===== src/rtl/bcd_scan_display.sv =====
// Multiplexed BCD display driver: latches a multi-digit BCD count on load and
// scans it onto one shared 7-segment bus with one-hot digit enables.
module bcd_scan_display #(
  parameter int unsigned NUM_DIGITS     = 4,
  parameter int unsigned PRESCALE       = 1000,
  parameter bit          SEG_ACTIVE_LOW = 1'b1
) (
  input  logic                          clk,
  input  logic                          rst,
  input  logic [4*NUM_DIGITS-1:0]       bcd_in,
  input  logic [NUM_DIGITS-1:0]         dp_in,
  input  logic                          load,
  input  logic                          blank_lz,
  output logic [6:0]                    seg,
  output logic                          dp,
  output logic [NUM_DIGITS-1:0]         an,
  output logic [$clog2(NUM_DIGITS)-1:0] scan_idx,
  output logic                          err
);

  localparam int unsigned IW = $clog2(NUM_DIGITS);
  localparam int unsigned CW = $clog2(PRESCALE);

  localparam logic [6:0]            SEG_OFF = {7{SEG_ACTIVE_LOW}};
  localparam logic                  DP_OFF  = SEG_ACTIVE_LOW;
  localparam logic [NUM_DIGITS-1:0] AN_OFF  = {NUM_DIGITS{SEG_ACTIVE_LOW}};

  logic [4*NUM_DIGITS-1:0] latch_q, latch_d;
  logic [NUM_DIGITS-1:0]   dpl_q, dpl_d;
  logic [CW-1:0]           cnt_q, cnt_d;
  logic [IW-1:0]           idx_q, idx_d;
  logic                    err_q, err_d;
  logic [6:0]              seg_q, seg_d;
  logic                    dp_q, dp_d;
  logic [NUM_DIGITS-1:0]   an_q, an_d;

  logic                    bad_in;
  logic                    cnt_wrap;
  logic [NUM_DIGITS-1:0]   zero_from;
  logic                    zf_run;
  logic [3:0]              sel_nib;
  logic                    sel_dp;
  logic                    sel_lz;
  logic [NUM_DIGITS-1:0]   sel_an;
  logic [6:0]              seg_hi;

  function automatic logic [6:0] seg_decode(input logic [3:0] v);
    logic [6:0] s;
    case (v)
      4'd0:    s = 7'h3F;
      4'd1:    s = 7'h06;
      4'd2:    s = 7'h5B;
      4'd3:    s = 7'h4F;
      4'd4:    s = 7'h66;
      4'd5:    s = 7'h6D;
      4'd6:    s = 7'h7D;
      4'd7:    s = 7'h07;
      4'd8:    s = 7'h7F;
      4'd9:    s = 7'h6F;
      default: s = 7'h40;
    endcase
    return s;
  endfunction

  // Latch, sticky error flag and scan counters
  always_comb begin
    bad_in = 1'b0;
    for (int unsigned i = 0; i < NUM_DIGITS; i++) begin
      if (bcd_in[4*i +: 4] > 4'd9) bad_in = 1'b1;
    end

    latch_d = latch_q;
    dpl_d   = dpl_q;
    err_d   = err_q;
    if (load) begin
      latch_d = bcd_in;
      dpl_d   = dp_in;
      if (bad_in) err_d = 1'b1;
    end

    cnt_wrap = (cnt_q == CW'(PRESCALE - 1));
    cnt_d    = cnt_wrap ? '0 : cnt_q + CW'(1);
    idx_d    = idx_q;
    if (cnt_wrap) begin
      idx_d = (idx_q == IW'(NUM_DIGITS - 1)) ? '0 : idx_q + IW'(1);
    end
  end

  // zero_from[i]: digit i and every more-significant digit are zero
  always_comb begin
    zero_from = '0;
    zf_run    = 1'b1;
    for (int unsigned k = 0; k < NUM_DIGITS; k++) begin
      zf_run = zf_run & (latch_q[4*(NUM_DIGITS-1-k) +: 4] == 4'd0);
      zero_from[NUM_DIGITS-1-k] = zf_run;
    end
  end

  always_comb begin
    sel_nib = '0;
    sel_dp  = 1'b0;
    sel_lz  = 1'b0;
    sel_an  = '0;
    for (int unsigned i = 0; i < NUM_DIGITS; i++) begin
      if (idx_q == IW'(i)) begin
        sel_nib   = latch_q[4*i +: 4];
        sel_dp    = dpl_q[i];
        sel_lz    = zero_from[i] && (i != 0);
        sel_an[i] = 1'b1;
      end
    end

    seg_hi = seg_decode(sel_nib);
    if (blank_lz && sel_lz) seg_hi = '0;

    // cnt == 0 is the dark slot right after a digit switch, so stale
    // segment data never shows on the newly selected digit.
    seg_d = SEG_OFF;
    dp_d  = DP_OFF;
    an_d  = AN_OFF;
    if (cnt_q != '0) begin
      seg_d = seg_hi ^ SEG_OFF;
      dp_d  = sel_dp ^ DP_OFF;
      an_d  = sel_an ^ AN_OFF;
    end
  end

  always_ff @(posedge clk or posedge rst) begin
    if (rst) begin
      latch_q <= '0;
      dpl_q   <= '0;
      cnt_q   <= '0;
      idx_q   <= '0;
      err_q   <= 1'b0;
      seg_q   <= SEG_OFF;
      dp_q    <= DP_OFF;
      an_q    <= AN_OFF;
    end else begin
      latch_q <= latch_d;
      dpl_q   <= dpl_d;
      cnt_q   <= cnt_d;
      idx_q   <= idx_d;
      err_q   <= err_d;
      seg_q   <= seg_d;
      dp_q    <= dp_d;
      an_q    <= an_d;
    end
  end

  assign seg      = seg_q;
  assign dp       = dp_q;
  assign an       = an_q;
  assign scan_idx = idx_q;
  assign err      = err_q;

endmodule


===== config.mk =====
export PLATFORM = sky130hd
export DESIGN_NAME = bcd_scan_display
export DESIGN_NICKNAME = d
export VERILOG_FILES = /design/src/rtl/bcd_scan_display.sv
export SDC_FILE = /design/constraint.sdc
export NUM_CORES = 1
export LEC_CHECK = 0
export ABC_AREA = 0
export CORE_MARGIN = 2
export CORE_UTILIZATION = 45
export DETAILED_ROUTE_END_ITERATION = 7
export PLACE_DENSITY = 0.69
export REMOVE_ABC_BUFFERS = 1
export SYNTH_ARGS = -nofsm -noshare
export SYNTH_HDL_FRONTEND = slang
export SYNTH_SLANG_ARGS = --single-unit

===== constraint.sdc =====
create_clock -name clk -period 2.91 [get_ports clk]
set_input_delay 0.4365 -clock clk [delete_from_list [all_inputs] [get_ports clk]]
set_output_delay 0.4365 -clock clk [all_outputs]
set_load 0.02 [all_outputs]

==> flow_summary.ini <==
[status]
status = finished, final reports clean

[sta]
fmax_ghz = 0.432
slew-limit-headroom_pct = 59.5
setup_viol = 0
hold_violations = 0
setup_ws_ps = 595
finClkSkew_ps = 5.12
period_share_pct = 79.6
whs_ps = 460
min_period_ps = 2320
fin_tns_setup_ps = 0
finalMaxSlewViolations = 0
worst_pin_slew_ps = 602
rsz0062_at_grt = false

[drt]
vias_per_cell = 5.09
dr_total_vias = 1551
drtIter0Drc = 73
drtAntennaViolNets = 0
wirelength_um = 4050
dr.pass1.iters = 4
drc = 0
wire_per_inst_um = 13.3

[synth]
async_flop_share_pct = 100
ys.flop_type = dfrtp_1
synth_warnings = 0
ys_ff_latch = 45
synth.area.top_cells = dfrtp_1 38%, dfstp_2 14%, mux2_2 10%
synth_edf_count = 0
seq_area_frac_synth_pct = 52.0
avgSynthCellArea_um2 = 11.2
synth_cells = 195
syn_area_um2 = 2190
yosys.area.top_type = dfrtp_1
yosys.cell_types.count = 40
synth_top_area_share_pct = 37.6

[clock_tree]
cts_sinks = 45
cts_resized = 0
htreeDepth = 2
cts_hold_buffers = 0
cts_tree = done
cts_made_buffers = 5
clockRootBuffer = clkbuf_8
post_cts_buffers = 0
path_clk_slew_ps = 80
clock_path_buffers = 2
clk_latency_ps = 300

[floorplan]
core-area_um2 = 4720
dieArea_um2 = 5450
rows = 25
die_y_um = 73.8
io_pins = 39
die_w_um = 73.8
start_util_pct = 46.4

[critical_path]
r2r-end = seg[2]$_DFF_PP1_
crit_type = reg2reg
reg2reg_depth = 10
required_ps = 3130
start_kind = flip-flop
rrSetupSlack_ps = 590
arrival_ps = 2530
reg2reg_from = scan_idx[0]$_DFFE_PP0N_
end_kind = flip-flop
crit_fanout = 8

[place]
dp_hpwl_um = 2950
portBuffers = 38
dp_slack_ps = 634
dp_cells = 297
routabilityCongestion = 0.836
place_area_um2 = 2640

[power_and_ir_drop]
powerDensity_nw_per_um2 = 472
peakVddDrop_uv = 300
power_mw = 1.29
power.leakage_nw = 1.13

[grt]
grt_pass1_wl_um = 6960
grt_pass1_vias = 1451
gr-total-overflow = 0
grt_use_total_pct = 16.8
grt_antenna_before_repair = 0
grt_start_max_net_pins = 46

[min_path]
min_to = err$_DFFE_PP0P_
holdPathStages = 1
hold_path.startpoint = err$_DFFE_PP0P_
worstHoldPathType = reg2reg

[finish]
syn_to_final_growth_pct = 24.2
fin_area_um2 = 2720
regArea_um2 = 1140
fillers = 406
fin_cells = 305
multi_input_area_um2 = 976
final_util_pct = 57.7
diodes = 0
nets = 272
drive_above_1_share_pct = 19.3

[job]
cap_violations = 0
==> cells in the final DEF, fill, tap and decap left out, types with 3 or more instances in the layout <==
| master | instances |
|---|---|
| clkdlybuf4s50_1 | 38 |
| dfrtp_1 | 33 |
| mux2_2 | 20 |
| nand2_1 | 15 |
| o21ai_0 | 14 |
| dfstp_2 | 12 |
| nor2_1 | 11 |
| ha_1 | 11 |
| inv_1 | 10 |
| nand3_1 | 6 |
| a21oi_1 | 5 |
| clkbuf_8 | 5 |
| nand3b_1 | 4 |
| nor3_1 | 4 |
| xnor2_1 | 4 |
| nor4_1 | 3 |
| a211oi_1 | 3 |
| o21a_1 | 3 |
| a2bb2oi_1 | 3 |
| and3_1 | 3 |
| buf_4 | 3 |
==> cell families (layout without fill, tap and decap cells) <==
family / after synthesis / in the layout / synth area share [%]
xor gates and xnor gates: 6 / 6 / 2.40
muxes: 21 / 21 / 10.7
buffers and inverters: 16 / 59 / 3.48
and+or+nand+nor: 60 / 60 / 14.4
adders and majority gates: 11 / 11 / 6.27
DFF: 45 / 45 / 52.0
AOI/OAI and AO/OA: 36 / 36 / 10.7
==> per-layer routing <==
| layer | up-vias | share of wire [%] | GRT usage [%] | wire (um) |
|---|---|---|---|---|
| met5 | - | 0 | 0 | 0 |
| met2 | 28 | 45 | 25.5 | 1840 |
| met1 | 743 | 50 | 23.2 | 2000 |
| met4 | 0 | 1.9 | 7.88 | 78 |
| met3 | 7 | 3.2 | 3.29 | 128 |
| li1 | 773 | - | - | - |
==> critical path: stages, from the launching register on <==
cell	delay [ps]
dfrtp_1	420
inv_1	130
ha_1	320
or3b_2	460
o21ai_0	90
a31oi_1	110
inv_1	150
ha_1	170
inv_1	40
o21a_1	160
o21ai_0	170
==> area by class of cell <==
| type | instances | area share [%] |
|---|---|---|
| Inverter | 10 | 1.38 |
| Clock buffer | 6 | 2.66 |
| Sequential cell | 45 | 41.9 |
| Timing Repair Buffer | 41 | 14.8 |
| Tap cell | 67 | 3.08 |
| Clock inverter | 2 | 0.367 |
| Multi-Input combinational cell | 134 | 35.8 |
==> power breakdown <==
group | switching (mW) | internal (mW) | leakage, nW
clock network | 0.205 | 0.167 | 0.0450
logic | 0.0936 | 0.112 | 0.564
registers | 0.0251 | 0.683 | 0.522
total | 0.324 | 0.962 | 1.13
==> worst max path at each step <==
stage | from | endpoint | depth (start not counted)
6_report | scan_idx[0]$_DFFE_PP0N_ | seg[2]$_DFF_PP1_ | 10
5_1_grt | scan_idx[0]$_DFFE_PP0N_ | seg[4]$_DFF_PP1_ | 10
4_1_cts | scan_idx[0]$_DFFE_PP0N_ | seg[2]$_DFF_PP1_ | 10
3_5_place_dp | scan_idx[0]$_DFFE_PP0N_ | seg[2]$_DFF_PP1_ | 10
3_3_place_gp | scan_idx[0]$_DFFE_PP0N_ | seg[4]$_DFF_PP1_ | 10
2_1_floorplan | scan_idx[0]$_DFFE_PP0N_ | seg[1]$_DFF_PP1_ | 9
==> synthesized netlist by cell type, types with 4 or more instances <==
| cell | number |
|---|---|
| nor3_1 | 4 |
| nand2_1 | 15 |
| xnor2_1 | 4 |
| mux2_2 | 20 |
| nand3b_1 | 4 |
| inv_1 | 10 |
| ha_1 | 11 |
| o21ai_0 | 14 |
| nor2_1 | 11 |
| dfstp_2 | 12 |
| dfrtp_1 | 33 |
| nand3_1 | 6 |
| a21oi_1 | 5 |
==> registers in the layout, indices dropped and copies added, names as in the netlist <==
name      count
err           1
latch_q      16
an            4
scan_idx      2
dp            1
seg           7
cnt_q        10
dpl_q         4
No activity file was read; power rests on OpenSTA's default activity.
